$ cat config.mk
export PLATFORM = sky130hd
export DESIGN_NAME = fm_op_sequencer
export DESIGN_NICKNAME = d
export VERILOG_FILES = /design/src/rtl/fm_op_sequencer.sv
export SDC_FILE = /design/constraint.sdc
export NUM_CORES = 1
export LEC_CHECK = 0
export CORE_MARGIN = 3
export CORE_UTILIZATION = 60
export CTS_CLUSTER_SIZE = 28
export DETAILED_ROUTE_END_ITERATION = 12
export PLACE_DENSITY_LB_ADDON = 0.15
export SLEW_MARGIN = 0
export SYNTH_ARGS = -nofsm -noshare
export SYNTH_HDL_FRONTEND = slang
export SYNTH_SLANG_ARGS = --single-unit
$ cat constraint.sdc
create_clock -name clk_i -period 8.5 [get_ports clk_i]
set_input_delay 2.55 -clock clk_i [delete_from_list [all_inputs] [get_ports clk_i]]
set_output_delay 2.55 -clock clk_i [all_outputs]
set_load 0.005 [all_outputs]
$ cat src/rtl/fm_op_sequencer.sv
// Time-multiplexes one shared FM operator datapath across NUM_SLOTS slots per
// audio sample, owns the per-slot register file and phase accumulators.
//
// state    | meaning
// ---------+-----------------------------------------------------------
// S_IDLE   | waiting for sample_tick; mix accumulators cleared on start
// S_ISSUE  | latch slot phase/waveform/atten onto op_*, pulse op_start
// S_WAIT   | hold op_* until the datapath returns op_done
// S_ACCUM  | mix result into L/R, advance or reset the slot phase
// S_OUTPUT | saturate mix into audio_l/audio_r, pulse sample_valid
module fm_op_sequencer #(
  parameter  int NUM_SLOTS = 8,
  localparam int SW        = $clog2(NUM_SLOTS)
) (
  input  logic          clk_i,
  input  logic          reset_i,
  input  logic          sample_tick_i,
  input  logic [SW+1:0] bus_addr_i,
  input  logic          bus_wren_i,
  input  logic [15:0]   bus_wrdata_i,
  output logic [15:0]   bus_rddata_o,
  output logic          op_start_o,
  output logic [9:0]    op_phase_o,
  output logic [2:0]    op_waveform_o,
  output logic [11:0]   op_atten_o,
  input  logic          op_done_i,
  input  logic [12:0]   op_result_i,
  output logic [15:0]   audio_l_o,
  output logic [15:0]   audio_r_o,
  output logic          sample_valid_o,
  output logic          overrun_o
);

  localparam int MW = 13 + SW;
  localparam logic signed [MW+2:0] SAT_MAX = (MW+3)'(32767);
  localparam logic signed [MW+2:0] SAT_MIN = (MW+3)'(-32768);

  typedef enum logic [2:0] {S_IDLE, S_ISSUE, S_WAIT, S_ACCUM, S_OUTPUT} state_t;

  logic [9:0]           fnum_q  [NUM_SLOTS];
  logic [2:0]           block_q [NUM_SLOTS];
  logic [3:0]           mult_q  [NUM_SLOTS];
  logic [2:0]           wave_q  [NUM_SLOTS];
  logic [11:0]          atten_q [NUM_SLOTS];
  logic [18:0]          phase_q [NUM_SLOTS];
  logic [NUM_SLOTS-1:0] kon_q, pan_l_q, pan_r_q, prst_q;

  state_t               state_q;
  logic [SW-1:0]        slot_q;
  logic signed [MW-1:0] mix_l_q, mix_r_q;
  logic [12:0]          result_q;
  logic [15:0]          rddata_q, audio_l_q, audio_r_q;
  logic                 op_start_q, sample_valid_q, overrun_q;
  logic [9:0]           op_phase_q;
  logic [2:0]           op_wave_q;
  logic [11:0]          op_atten_q;

  logic [SW-1:0]        wr_slot;
  logic [1:0]           wr_reg;
  logic [15:0]          rddata_d;
  logic [15:0]          base16;
  logic [4:0]           cur_mf;
  logic [18:0]          inc;
  logic [18:0]          phase_d;
  logic signed [MW-1:0] res_ext, mix_l_d, mix_r_d;
  logic                 unused_wrdata;

  function automatic logic [4:0] mult_factor(input logic [3:0] m);
    case (m)
      4'd0:    mult_factor = 5'd1;
      4'd1:    mult_factor = 5'd2;
      4'd2:    mult_factor = 5'd4;
      4'd3:    mult_factor = 5'd6;
      4'd4:    mult_factor = 5'd8;
      4'd5:    mult_factor = 5'd10;
      4'd6:    mult_factor = 5'd12;
      4'd7:    mult_factor = 5'd14;
      4'd8:    mult_factor = 5'd16;
      4'd9:    mult_factor = 5'd18;
      4'd10:   mult_factor = 5'd20;
      4'd11:   mult_factor = 5'd20;
      4'd12:   mult_factor = 5'd24;
      4'd13:   mult_factor = 5'd24;
      default: mult_factor = 5'd30;
    endcase
  endfunction

  function automatic logic [15:0] sat16(input logic signed [MW-1:0] m);
    logic signed [MW+2:0] s;
    s = {m, 3'b000};
    if (s > SAT_MAX)      sat16 = 16'h7fff;
    else if (s < SAT_MIN) sat16 = 16'h8000;
    else                  sat16 = s[15:0];
  endfunction

  assign wr_slot       = bus_addr_i[SW+1:2];
  assign wr_reg        = bus_addr_i[1:0];
  assign unused_wrdata = ^bus_wrdata_i[15:14];

  always_comb begin
    rddata_d = '0;
    case (wr_reg)
      2'd0:    rddata_d = {2'b0, kon_q[wr_slot], block_q[wr_slot], fnum_q[wr_slot]};
      2'd1:    rddata_d = {7'b0, pan_r_q[wr_slot], pan_l_q[wr_slot], wave_q[wr_slot],
                           mult_q[wr_slot]};
      2'd2:    rddata_d = {4'b0, atten_q[wr_slot]};
      default: rddata_d = '0;
    endcase
  end

  // Increment and kon are taken from the live registers in the ACCUM cycle.
  always_comb begin
    base16  = {6'b0, fnum_q[slot_q]} << block_q[slot_q];
    cur_mf  = mult_factor(mult_q[slot_q]);
    inc     = 19'(base16) * 19'(cur_mf);
    phase_d = prst_q[slot_q] ? '0 : phase_q[slot_q] + inc;
    res_ext = {{SW{result_q[12]}}, result_q};
    mix_l_d = (kon_q[slot_q] && pan_l_q[slot_q]) ? mix_l_q + res_ext : mix_l_q;
    mix_r_d = (kon_q[slot_q] && pan_r_q[slot_q]) ? mix_r_q + res_ext : mix_r_q;
  end

  always_ff @(posedge clk_i) begin
    if (reset_i) begin
      for (int i = 0; i < NUM_SLOTS; i++) begin
        fnum_q[i]  <= '0;
        block_q[i] <= '0;
        mult_q[i]  <= '0;
        wave_q[i]  <= '0;
        atten_q[i] <= '0;
        phase_q[i] <= '0;
      end
      kon_q          <= '0;
      pan_l_q        <= '0;
      pan_r_q        <= '0;
      prst_q         <= '0;
      state_q        <= S_IDLE;
      slot_q         <= '0;
      mix_l_q        <= '0;
      mix_r_q        <= '0;
      result_q       <= '0;
      rddata_q       <= '0;
      audio_l_q      <= '0;
      audio_r_q      <= '0;
      op_start_q     <= 1'b0;
      sample_valid_q <= 1'b0;
      overrun_q      <= 1'b0;
      op_phase_q     <= '0;
      op_wave_q      <= '0;
      op_atten_q     <= '0;
    end else begin
      rddata_q       <= rddata_d;
      op_start_q     <= 1'b0;
      sample_valid_q <= 1'b0;
      if (sample_tick_i && state_q != S_IDLE) overrun_q <= 1'b1;

      case (state_q)
        S_IDLE: begin
          if (sample_tick_i) begin
            slot_q  <= '0;
            mix_l_q <= '0;
            mix_r_q <= '0;
            state_q <= S_ISSUE;
          end
        end
        S_ISSUE: begin
          op_phase_q <= phase_q[slot_q][18:9];
          op_wave_q  <= wave_q[slot_q];
          op_atten_q <= atten_q[slot_q];
          op_start_q <= 1'b1;
          state_q    <= S_WAIT;
        end
        S_WAIT: begin
          if (op_done_i) begin
            result_q <= op_result_i;
            state_q  <= S_ACCUM;
          end
        end
        S_ACCUM: begin
          mix_l_q         <= mix_l_d;
          mix_r_q         <= mix_r_d;
          phase_q[slot_q] <= phase_d;
          prst_q[slot_q]  <= 1'b0;
          if (slot_q == SW'(NUM_SLOTS-1)) begin
            state_q <= S_OUTPUT;
          end else begin
            slot_q  <= slot_q + 1'b1;
            state_q <= S_ISSUE;
          end
        end
        S_OUTPUT: begin
          audio_l_q      <= sat16(mix_l_q);
          audio_r_q      <= sat16(mix_r_q);
          sample_valid_q <= 1'b1;
          state_q        <= S_IDLE;
        end
        default: state_q <= S_IDLE;
      endcase

      // Placed after ACCUM so a kon rise in the same cycle keeps its flag.
      if (bus_wren_i) begin
        case (wr_reg)
          2'd0: begin
            fnum_q[wr_slot]  <= bus_wrdata_i[9:0];
            block_q[wr_slot] <= bus_wrdata_i[12:10];
            kon_q[wr_slot]   <= bus_wrdata_i[13];
            if (bus_wrdata_i[13] && !kon_q[wr_slot]) prst_q[wr_slot] <= 1'b1;
          end
          2'd1: begin
            mult_q[wr_slot]  <= bus_wrdata_i[3:0];
            wave_q[wr_slot]  <= bus_wrdata_i[6:4];
            pan_l_q[wr_slot] <= bus_wrdata_i[7];
            pan_r_q[wr_slot] <= bus_wrdata_i[8];
          end
          2'd2:    atten_q[wr_slot] <= bus_wrdata_i[11:0];
          default: ;
        endcase
      end
    end
  end

  assign bus_rddata_o   = rddata_q;
  assign op_start_o     = op_start_q;
  assign op_phase_o     = op_phase_q;
  assign op_waveform_o  = op_wave_q;
  assign op_atten_o     = op_atten_q;
  assign audio_l_o      = audio_l_q;
  assign audio_r_o      = audio_r_q;
  assign sample_valid_o = sample_valid_q;
  assign overrun_o      = overrun_q;

endmodule

==> results.toml <==
[critical_path]
crit_end = "phase_q[0][16]"
crit_fanout = 30
rrSetupSlack_ns = 1.32
path_cells = "mux4_2, mux2i_1, mux2i_1, mux2_2, a22oi_1, or2_1, fa_1, fa_1, fa_1, inv_1, ha_1, nor2b_1, o21ai_0, a21boi_1, or4_1, nand3b_1, a21oi_1, nand2b_1, xnor2_1, nor2_1"
critPathTopFamily = "adder cells"
path_buf_inv = 1
cpMostUsedCell = "fa_1"
reg2regPathDepth = 20
worstSetupStartpointType = "flop"
critPathRequiredTime_ns = 8.85
slowest_delay_ns = 0.78
worstSetupPathType = "reg2reg"
r2r_end = "phase_q[0][16]"
end_kind = "flop"
slowest_stage = "dfxtp_4"
worstPathArrival_ns = 7.52
cp_num_cells = 20

[global_route]
antenna_found_initial = 2
grtUsageTotal_pct = 32.16
grt_overflow = 0
grt_pass1_wl_microns = 129100
grt_pass1_vias = 22030
grt_max_degree = 86

[place]
gp_congestion = 0.9385
dpl.hpwl_microns = 54200
io_buffers = 110

[floorplan]
core-area_sq_mm = 0.04825
start_util_pct = 61.48
die_y_microns = 228.3
die_w_microns = 228.3
ios = 115
rows = 80
die_area_sq_mm = 0.05214

[cells_and_area]
area_growth_pct = 11.71
drive_gt1_share_pct = 10.73
n_antenna_cell = 0
finalNetCount = 2812
fillers = 3606

[synth]
syn-cell-area_sq_mm = 0.02966
synth_top_flop_cell = "edfxtp_1"
async_flop_share_pct = 0
ys_warn_count = 0
synth_area_leaders = "edfxtp_1, dfxtp_1, mux4_2"
syn_avg_cell_area_sq_um = 11.31
synth_seq_cells = 564
yosysTopAreaCellShare_pct = 41.31
yosysSeqAreaShare_pct = 51.84
synth_edf_count = 408
postSynthCellCount = 2623
ys_types = 72
yosysTopAreaCell = "edfxtp_1"

[sta]
min_period_ns = 7.175
skew_ns = 0.04244
drv_slew = 0
slew_headroom_pct = 17.60
max_freq_ghz = 0.1394
hold_viol = 0
worst_pin_slew_ns = 1.236
final-setup-viol-count = 0
rsz0062_at_grt = "no"
setup_tns_ns = 0
hold_slack_ns = 0.4493
period_share_pct = 84.42

[clock_tree]
htreeDepth = 2
ctsResizeCount = 0
cts.sinks = 564
cts_tree = "done"
clock_latency_ns = 0.65
cts_buffers = 57
cts_setup_buffers = 0
clkTransAtPathRegs_ns = 0.06
ctsLongestPathBuffers = 3
postCtsHoldBufs = 0
cts-root-buf = "clkbuf_16"

[routing]
drt_iter0_drc = 2497
wirelength_microns = 84410
viasPerCell = 6.484
drc = 0
firstDrtPassIters = 6
num_vias = 21770
avgRoutedWirePerCell_microns = 25.14
detail-route-antenna-nets = 0

[pwr]
p_sw_mw = 2.244
vdd.ir_drop.worst_mv = 0.1748
combPwrFrac_pct = 22.3
p_int_mw = 5.116
p_sw_share_pct = 30.48
powerDensity_mw_per_mm2 = 222.1
power_frac_clock_pct = 34.7
p_seq_share_pct = 43.0
finalPower_mw = 7.360
leakage_nw = 11.95

[worst_hold_path]
hold_path_depth = 2
hp-class = "reg2reg"

[job]
drv_cap = 0

[outcome]
run_status = "finished clean"
layout by cell type (no fill, tap or decap), drive strengths merged, types with 28 or more instances in the layout:
cell type and n:
fa 61, nor2 370, and2 261, a22oi 132
dfxtp 156, mux2i 54, clkbuf 71, o21ai 69
edfxtp 408, a22o 34, inv 105, a221oi 28
ha 55, or2 29, nand4 28, a21oi 122
mux4 84, nor3 41, buf 50, mux2 32
nand2 122, nand3 28, clkdlybuf4s50 109, xnor2 31
cells in the mapped netlist, types with 41 or more instances:
library cell / instances
fa_1: 61
edfxtp_1: 408
mux4_2: 84
inv_1: 105
a21oi_1: 122
and2_1: 259
clkbuf_1: 143
dfxtp_1: 156
mux2i_1: 51
o21ai_0: 64
ha_1: 55
a22oi_1: 132
nor2_1: 369
nor3_1: 41
nand2_1: 122
cell families after synthesis:
family	Yosys count	synth area share (%)
and+or+nand+nor	941	15.55
DFF	564	51.84
AOI/OAI and AO/OA	497	11.31
buffers and inverters	290	3.944
muxes	170	9.555
adders and majority gates	116	6.437
xor gates and xnor gates	44	1.350
other	1	0.01264
state kept, by name, summed over array words and instances, names as in the netlist, 8 cells and up, named ones only:
register      cells
audio_l_o        14
wave_q           24
bus_rddata_o     14
mult_q           32
pan_r_q           8
block_q          24
result_q         13
phase_q         152
op_atten_o       12
audio_r_o        14
atten_q          96
mix_r_q          16
prst_q            8
fnum_q           80
op_phase_o       10
kon_q             8
pan_l_q           8
mix_l_q          16
routing by layer:
layer	share of wire, %	global-route usage (%)	wire length (microns)
met4	4.6	13.77	3904
met2	48	54.03	40680
met3	9.8	5.733	8255
met1	37	41.38	31560
met5	0.015	0	13
worst min path at each step:
stage	from	end	slack [ns]
after floorplan	prst_q[4]	prst_q[4]	0.43
after global placement	audio_r_o[3]	audio_r_o[3]	0.44
after detailed placement	audio_r_o[3]	audio_r_o[3]	0.45
after CTS	audio_r_o[3]	audio_r_o[3]	0.45
after global routing	audio_l_o[14]	audio_l_o[14]	0.47
final	audio_r_o[11]	audio_r_o[11]	0.45
layout make-up:
type	count	area, sq um	area share [%]
flip-flops and latches	564	15390	46.44
inverters	105	394.1	1.190
clock inverters	33	330.3	0.9970
clock buffers	71	1575	4.755
multi-input cells	1770	13160	39.71
repair buffers	159	1466	4.426
well taps	656	820.8	2.477
power groups by stage:
stage,Combinational [mW],Clock [mW],Sequential [mW]
2_1_floorplan,1.17,0,3.18
3_5_place_dp,1.61,0,3.22
6_report,1.64,2.55,3.16
3_3_place_gp,1.57,0,3.21
5_1_grt,1.82,2.68,3.18
4_1_cts,1.63,2.57,3.16
worst reg2reg max path: stages, from the launching register on:
cell      delay, ns
dfxtp_4        0.78
mux4_2         0.63
mux2i_1        0.38
mux2i_1        0.20
mux2_2         0.33
a22oi_1        0.39
or2_1          0.19
fa_1           0.45
fa_1           0.50
fa_1           0.49
inv_1          0.04
ha_1           0.33
nor2b_1        0.14
o21ai_0        0.26
a21boi_1       0.14
or4_1          0.55
nand3b_1       0.16
a21oi_1        0.11
nand2b_1       0.17
xnor2_1        0.53
nor2_1         0.13
metrics by stage:
step                      area, sq um  std cells  setup WS, ns  utilization, %
after floorplan                 29660       2624         2.128               -
after global placement          31230       3254         1.475           64.72
after detailed placement        31230       3254         1.394           64.72
after CTS                       33130       3358         1.385           68.67
after global routing            33130       3358        0.8882           68.67
final                           33130       3358         1.325           68.67
Note: power is estimated with default switching activity, not from simulation.
